### src/rtl/bpred_pc_unit.sv
// rtl/bpred_pc_unit.sv - fetch PC register with BTB/2-bit prediction and EX branch resolution
module bpred_pc_unit #(
  parameter int              XLEN        = 32,
  parameter int              BTB_ENTRIES = 16,
  parameter logic [XLEN-1:0] RESET_PC    = '0
) (
  input  logic            clk,
  input  logic            rst,
  input  logic            stall_i,
  output logic [XLEN-1:0] fetch_pc_o,
  output logic            pred_taken_o,
  output logic [XLEN-1:0] pred_target_o,
  input  logic            ex_valid_i,
  input  logic [6:0]      ex_opcode_i,
  input  logic [2:0]      ex_funct3_i,
  input  logic [XLEN-1:0] ex_pc_i,
  input  logic [XLEN-1:0] ex_rs1_i,
  input  logic [XLEN-1:0] ex_rs2_i,
  input  logic [XLEN-1:0] ex_imm_i,
  input  logic            ex_pred_taken_i,
  input  logic [XLEN-1:0] ex_pred_target_i,
  output logic [XLEN-1:0] ex_link_o,
  output logic            flush_o,
  output logic [XLEN-1:0] redirect_pc_o,
  output logic [31:0]     mispredict_cnt_o
);
  localparam int              IDX  = $clog2(BTB_ENTRIES);
  localparam int              TAGW = XLEN - IDX - 2;
  localparam logic [XLEN-1:0] FOUR = XLEN'(4);

  logic [XLEN-1:0] r_fetch_pc;
  logic [31:0]     r_mis_cnt;
  logic            r_valid [BTB_ENTRIES];
  logic [TAGW-1:0] r_tag   [BTB_ENTRIES];
  logic [XLEN-1:0] r_tgt   [BTB_ENTRIES];
  logic [1:0]      r_ctr   [BTB_ENTRIES];

  logic [IDX-1:0]  w_f_idx, w_ex_idx;
  logic [TAGW-1:0] w_f_tag, w_ex_tag;
  logic            w_f_hit, w_ex_hit;
  logic            w_is_br, w_is_jal, w_is_jalr;
  logic            w_br_cond, w_taken;
  logic [XLEN-1:0] w_pc_imm, w_jalr_sum, w_target, w_ex_seq;

  assign w_f_idx  = r_fetch_pc[IDX+1:2];
  assign w_f_tag  = r_fetch_pc[XLEN-1:IDX+2];
  assign w_f_hit  = r_valid[w_f_idx] && (r_tag[w_f_idx] == w_f_tag);
  assign w_ex_idx = ex_pc_i[IDX+1:2];
  assign w_ex_tag = ex_pc_i[XLEN-1:IDX+2];
  assign w_ex_hit = r_valid[w_ex_idx] && (r_tag[w_ex_idx] == w_ex_tag);

  assign fetch_pc_o       = r_fetch_pc;
  assign pred_taken_o     = w_f_hit && r_ctr[w_f_idx][1];
  assign pred_target_o    = pred_taken_o ? r_tgt[w_f_idx] : r_fetch_pc + FOUR;
  assign mispredict_cnt_o = r_mis_cnt;

  assign w_is_br    = (ex_opcode_i == 7'b1100011);
  assign w_is_jal   = (ex_opcode_i == 7'b1101111);
  assign w_is_jalr  = (ex_opcode_i == 7'b1100111);
  assign w_pc_imm   = ex_pc_i + ex_imm_i;
  assign w_jalr_sum = ex_rs1_i + ex_imm_i;
  assign w_ex_seq   = ex_pc_i + FOUR;

  always_comb begin
    w_br_cond = 1'b0;
    case (ex_funct3_i)
      3'd0:    w_br_cond = (ex_rs1_i == ex_rs2_i);
      3'd1:    w_br_cond = (ex_rs1_i != ex_rs2_i);
      3'd4:    w_br_cond = ($signed(ex_rs1_i) <  $signed(ex_rs2_i));
      3'd5:    w_br_cond = ($signed(ex_rs1_i) >= $signed(ex_rs2_i));
      3'd6:    w_br_cond = (ex_rs1_i <  ex_rs2_i);
      3'd7:    w_br_cond = (ex_rs1_i >= ex_rs2_i);
      default: w_br_cond = 1'b0;
    endcase
  end

  always_comb begin
    w_taken  = 1'b0;
    w_target = w_pc_imm;
    if (w_is_br) begin
      w_taken = w_br_cond;
    end else if (w_is_jal) begin
      w_taken = 1'b1;
    end else if (w_is_jalr) begin
      w_taken  = 1'b1;
      w_target = {w_jalr_sum[XLEN-1:1], 1'b0};
    end
  end

  assign ex_link_o     = w_ex_seq;
  assign redirect_pc_o = w_taken ? w_target : w_ex_seq;
  assign flush_o       = ex_valid_i && !rst &&
                         ((w_taken != ex_pred_taken_i) ||
                          (w_taken && (w_target != ex_pred_target_i)));

  always_ff @(posedge clk) begin
    if (rst) begin
      r_fetch_pc <= RESET_PC;
      r_mis_cnt  <= '0;
      for (int i = 0; i < BTB_ENTRIES; i++) begin
        r_valid[i] <= 1'b0;
        r_tag[i]   <= '0;
        r_tgt[i]   <= '0;
        r_ctr[i]   <= 2'b01;
      end
    end else begin
      // A redirect must win over stall so the squashed path is never held.
      if (flush_o) begin
        r_fetch_pc <= redirect_pc_o;
        r_mis_cnt  <= r_mis_cnt + 32'd1;
      end else if (!stall_i) begin
        r_fetch_pc <= pred_target_o;
      end

      if (ex_valid_i) begin
        if (w_is_br) begin
          if (w_ex_hit) begin
            if (w_taken) begin
              r_tgt[w_ex_idx] <= w_target;
              if (r_ctr[w_ex_idx] != 2'b11) r_ctr[w_ex_idx] <= r_ctr[w_ex_idx] + 2'd1;
            end else if (r_ctr[w_ex_idx] != 2'b00) begin
              r_ctr[w_ex_idx] <= r_ctr[w_ex_idx] - 2'd1;
            end
          end else if (w_taken) begin
            r_valid[w_ex_idx] <= 1'b1;
            r_tag[w_ex_idx]   <= w_ex_tag;
            r_tgt[w_ex_idx]   <= w_target;
            r_ctr[w_ex_idx]   <= 2'b10;
          end
        end else if (w_is_jal || w_is_jalr) begin
          r_valid[w_ex_idx] <= 1'b1;
          r_tag[w_ex_idx]   <= w_ex_tag;
          r_tgt[w_ex_idx]   <= w_target;
          r_ctr[w_ex_idx]   <= 2'b11;
        end
      end
    end
  end
endmodule

### config.mk
export PLATFORM = sky130hd
export DESIGN_NAME = bpred_pc_unit
export DESIGN_NICKNAME = d
export VERILOG_FILES = /design/src/rtl/bpred_pc_unit.sv
export SDC_FILE = /design/constraint.sdc
export NUM_CORES = 2
export LEC_CHECK = 0
export CORE_MARGIN = 8
export CORE_UTILIZATION = 60
export CTS_CLUSTER_SIZE = 8
export DETAILED_ROUTE_END_ITERATION = 12
export MAX_ROUTING_LAYER = met4
export PLACE_DENSITY = 0.78
export SLEW_MARGIN = 10
export SYNTH_ARGS = -nofsm -noshare
export SYNTH_HDL_FRONTEND = slang
export SYNTH_SLANG_ARGS = --single-unit
### constraint.sdc
create_clock -name clk -period 11.4 [get_ports clk]
set_input_delay 1.71 -clock clk [delete_from_list [all_inputs] [get_ports clk]]
set_output_delay 1.71 -clock clk [all_outputs]
set_load 0.02 [all_outputs]
==> qor.csv <==
metric;value;unit
status;complete, no violations;
# IOs;337;
final setup violating endpoints;0;
CTS H-tree lvls;4;
port bufs;336;
DR pass1 iterations;7;
max-slew violations;0;
signal arrival time at the worst endpoint;8.17;ns
FP Rows;114;
synthesis warning total;0;
GRT Total Usage;39.7;%
CTS Root Cell;clkbuf_16;
most frequent cells in the layout;edfxtp_1 (960), nor2_1 (668), mux4_2 (428);
Post-synth ARST share;0;%
Post-synth top flop;edfxtp_1;
initial antenna violation count;11;
switching power;0.00292;W
Seq pwr share;43.3;%
min Tclk post-route;9.88;ns
switching part of the total;28.1;%
CP required;9.69;ns
worst slew pin tran;1.29;ns
Starting Density;60.4;%
hold path startpoint;r_valid[0];
routability cong.;1.05;
CP Cell Sequence;clkdlybuf4s50_1 -> ha_1 -> nand2_1 -> or3_1 -> a2111oi_4 -> o21ai_1 -> o211ai_2 -> xnor3_1 -> a2111oi_0 -> o2111ai_1 -> or4_4 -> nand2_4 -> inv_1 -> clkdlybuf4s50_1;
number of library cell types mapped by synthesis;98;
Seq/Total Area, Yosys;52.3;%
setup tns final;0;ns
Synth Area per Inst;12.6;um^2
EDFF count, synth;960;
RSZ-0062 raised after global routing;no;
LEAKAGE;23.3;nW
crit start category;input pin;
Setup Skew;0.0345;ns
final worst path period share;86.6;%
DP HPWL;136;mm
most frequent CP cell;clkdlybuf4s50_1;
Crit Path Max Fanout;28;
DRC violations left;0;
Clock Sinks;1044;
Layout Nets;5140;
Final Hold Vio Count;0;
Max Buffers Root-to-Sink;3;
die height;328;um
die width;328;um
Worst Path Class, Setup;in -> out;
Clk pwr share;39.4;%
antenna-violating nets left;0;
leading cell type in the layout, fill and taps excluded;edfxtp_1;
layout cells sized above 1;18.2;%
FF+latch count, synth;1044;
total die area;107000;um^2
slowest stage delay, CP;1.03;ns
postcts setup bufs;0;
Max Freq;0.101;GHz
first-pass GRT wire length;300;mm
Syn Nets;4913;
Max-Cap Viols;0;
RR Endpoint;fetch_pc_o[12];
initial drt markers;7685;
Layout area overhead;15.8;%
VDD IR max;143;uV
Placed Cells;5990;
CP endpoint kind;output pin;
Final Routed Wirelength;213;mm
hold depth;1;
Reg2Reg Setup Slack;5.40;ns
HP Class;reg -> reg;
CTS tree;done;
vias in the first global route;43969;
CTS Hold Bufs;0;
gr ovfl total;0;
Combinational Power Share;17.3;%
hold endpoint;r_valid[0];
worst skew pair latency;0.79;ns
drt via density;7.24;
cts repair resizes;0;
register clock-pin slew on the reported worst setup and hold paths;0.05;ns
CTS buffer count;148;
Wirelength per Cell;34.2;um
Buf/Inv on CP;3;
Worst path top cell family by delay;compound AO/OA/AOI/OAI gates;
fin cells;6219;
Syn Inst Count;4637;
pwr dens;154;nW/um^2
largest net degree at the start of global routing;141;
Core Box Area;96600;um^2
FF-to-FF path depth;13;
Int Pwr;0.00746;W
area of the mapped netlist;58300;um^2
Rel. slew slack;11.7;%
routed vias;45019;
Crit-path slowest cell;clkdlybuf4s50_1;
[worst max-delay path by stage]
stage	cells past startpoint	startpoint	slack, ns	to
CTS	14	ex_pc_i[11]	1.83	flush_o
detailed placement	14	ex_pc_i[15]	1.86	flush_o
finish	14	ex_pc_i[11]	1.52	flush_o
global route	14	ex_pc_i[12]	1.31	flush_o
floorplan	14	ex_pc_i[9]	4.41	flush_o
global placement	14	ex_pc_i[18]	1.90	flush_o
[registers in the layout, indices dropped and copies added (netlist names), named ones only]
signal and count:
r_tgt 512, r_tag 416, fetch_pc_o 32, mispredict_cnt_o 32
r_ctr 32, r_valid 16
[per-stage QoR]
stage               total power, W  area (um^2)  util (%)  worst slack [ns]  hold WS, ns
global route                0.0106        67600      70.0              1.31        0.510
floorplan                  0.00558        58300         -              4.41        0.443
CTS                         0.0103        67500      69.9              1.83        0.486
finish                      0.0104        67600      70.0              1.52        0.492
detailed placement         0.00628        63300      65.6              1.86        0.468
global placement           0.00625        63300      65.6              1.90        0.461
[cell usage after synthesis (all sizes together) (36+ instances only)]
cell type / count / area share [%]
o21ai: 106 / 0.91
and2: 413 / 4.4
xor2: 44 / 0.66
mux2i: 54 / 0.94
dfxtp: 84 / 2.9
a21o: 44 / 0.57
mux4: 428 / 17
inv: 86 / 0.55
clkbuf: 303 / 2.0
buf: 98 / 0.80
nand3: 128 / 1.1
a21oi: 167 / 1.4
xnor2: 120 / 1.8
ha: 99 / 2.1
nor2: 685 / 4.4
nand4: 62 / 0.68
mux2: 38 / 0.73
o31ai: 36 / 0.50
nor3: 59 / 0.54
nand2: 199 / 1.3
edfxtp: 960 / 49
[area by class of cell]
type / count / area (um^2)
Tap cell: 1276 / 1600
Clock buffer: 198 / 3890
Sequential cell: 1044 / 30500
Inverter: 87 / 328
Clock inverter: 17 / 329
Fill cell: 6417 / 29000
Timing Repair Buffer: 478 / 4440
Multi-Input combinational cell: 3105 / 26400
Antenna cell: 14 / 35.0
[power by group through the flow]
stage               clock network, W  registers, W  logic, W
finish                       0.00409       0.00450   0.00180
global route                 0.00423       0.00450   0.00186
CTS                          0.00408       0.00449   0.00174
detailed placement                 0       0.00455   0.00173
global placement                   0       0.00453   0.00171
floorplan                          0       0.00449   0.00109
[worst reg2reg max path, cell delays in order, from the launching register on]
cell     delay [ns]
dfxtp_4        0.78
buf_4          0.87
mux4_2         0.61
mux2i_1        0.35
o22ai_1        0.15
nor2_1         0.12
a21oi_1        0.09
nor4b_1        0.64
nand3_4        0.49
buf_4          0.45
a21oi_1        0.80
nand2_1        0.12
a22o_1         0.24
a21oi_1        0.17
[metal layers]
metal	vias to the layer above	track usage [%]	share of wire [%]
met5	-	-	0
li1	17960	-	-
met2	4276	57.1	44
met4	0	19.9	6.1
met3	822	15.0	17
met1	21961	49.4	33
[kinds of logic (layout without fill, tap and decap cells)]
| logic type | count (synthesis) | in the layout | synth area share, % |
|---|---|---|---|
| mux | 520 | 520 | 18.2 |
| xor+xnor | 168 | 168 | 2.62 |
| flops | 1044 | 1044 | 52.3 |
| simple gates | 1739 | 1739 | 14.8 |
| buf+inv | 488 | 780 | 3.31 |
| other cells | 0 | 14 | 0 |
| compound gates | 577 | 577 | 6.55 |
| fa+ha+maj | 101 | 101 | 2.19 |
Power figures use the tool's default switching activity.
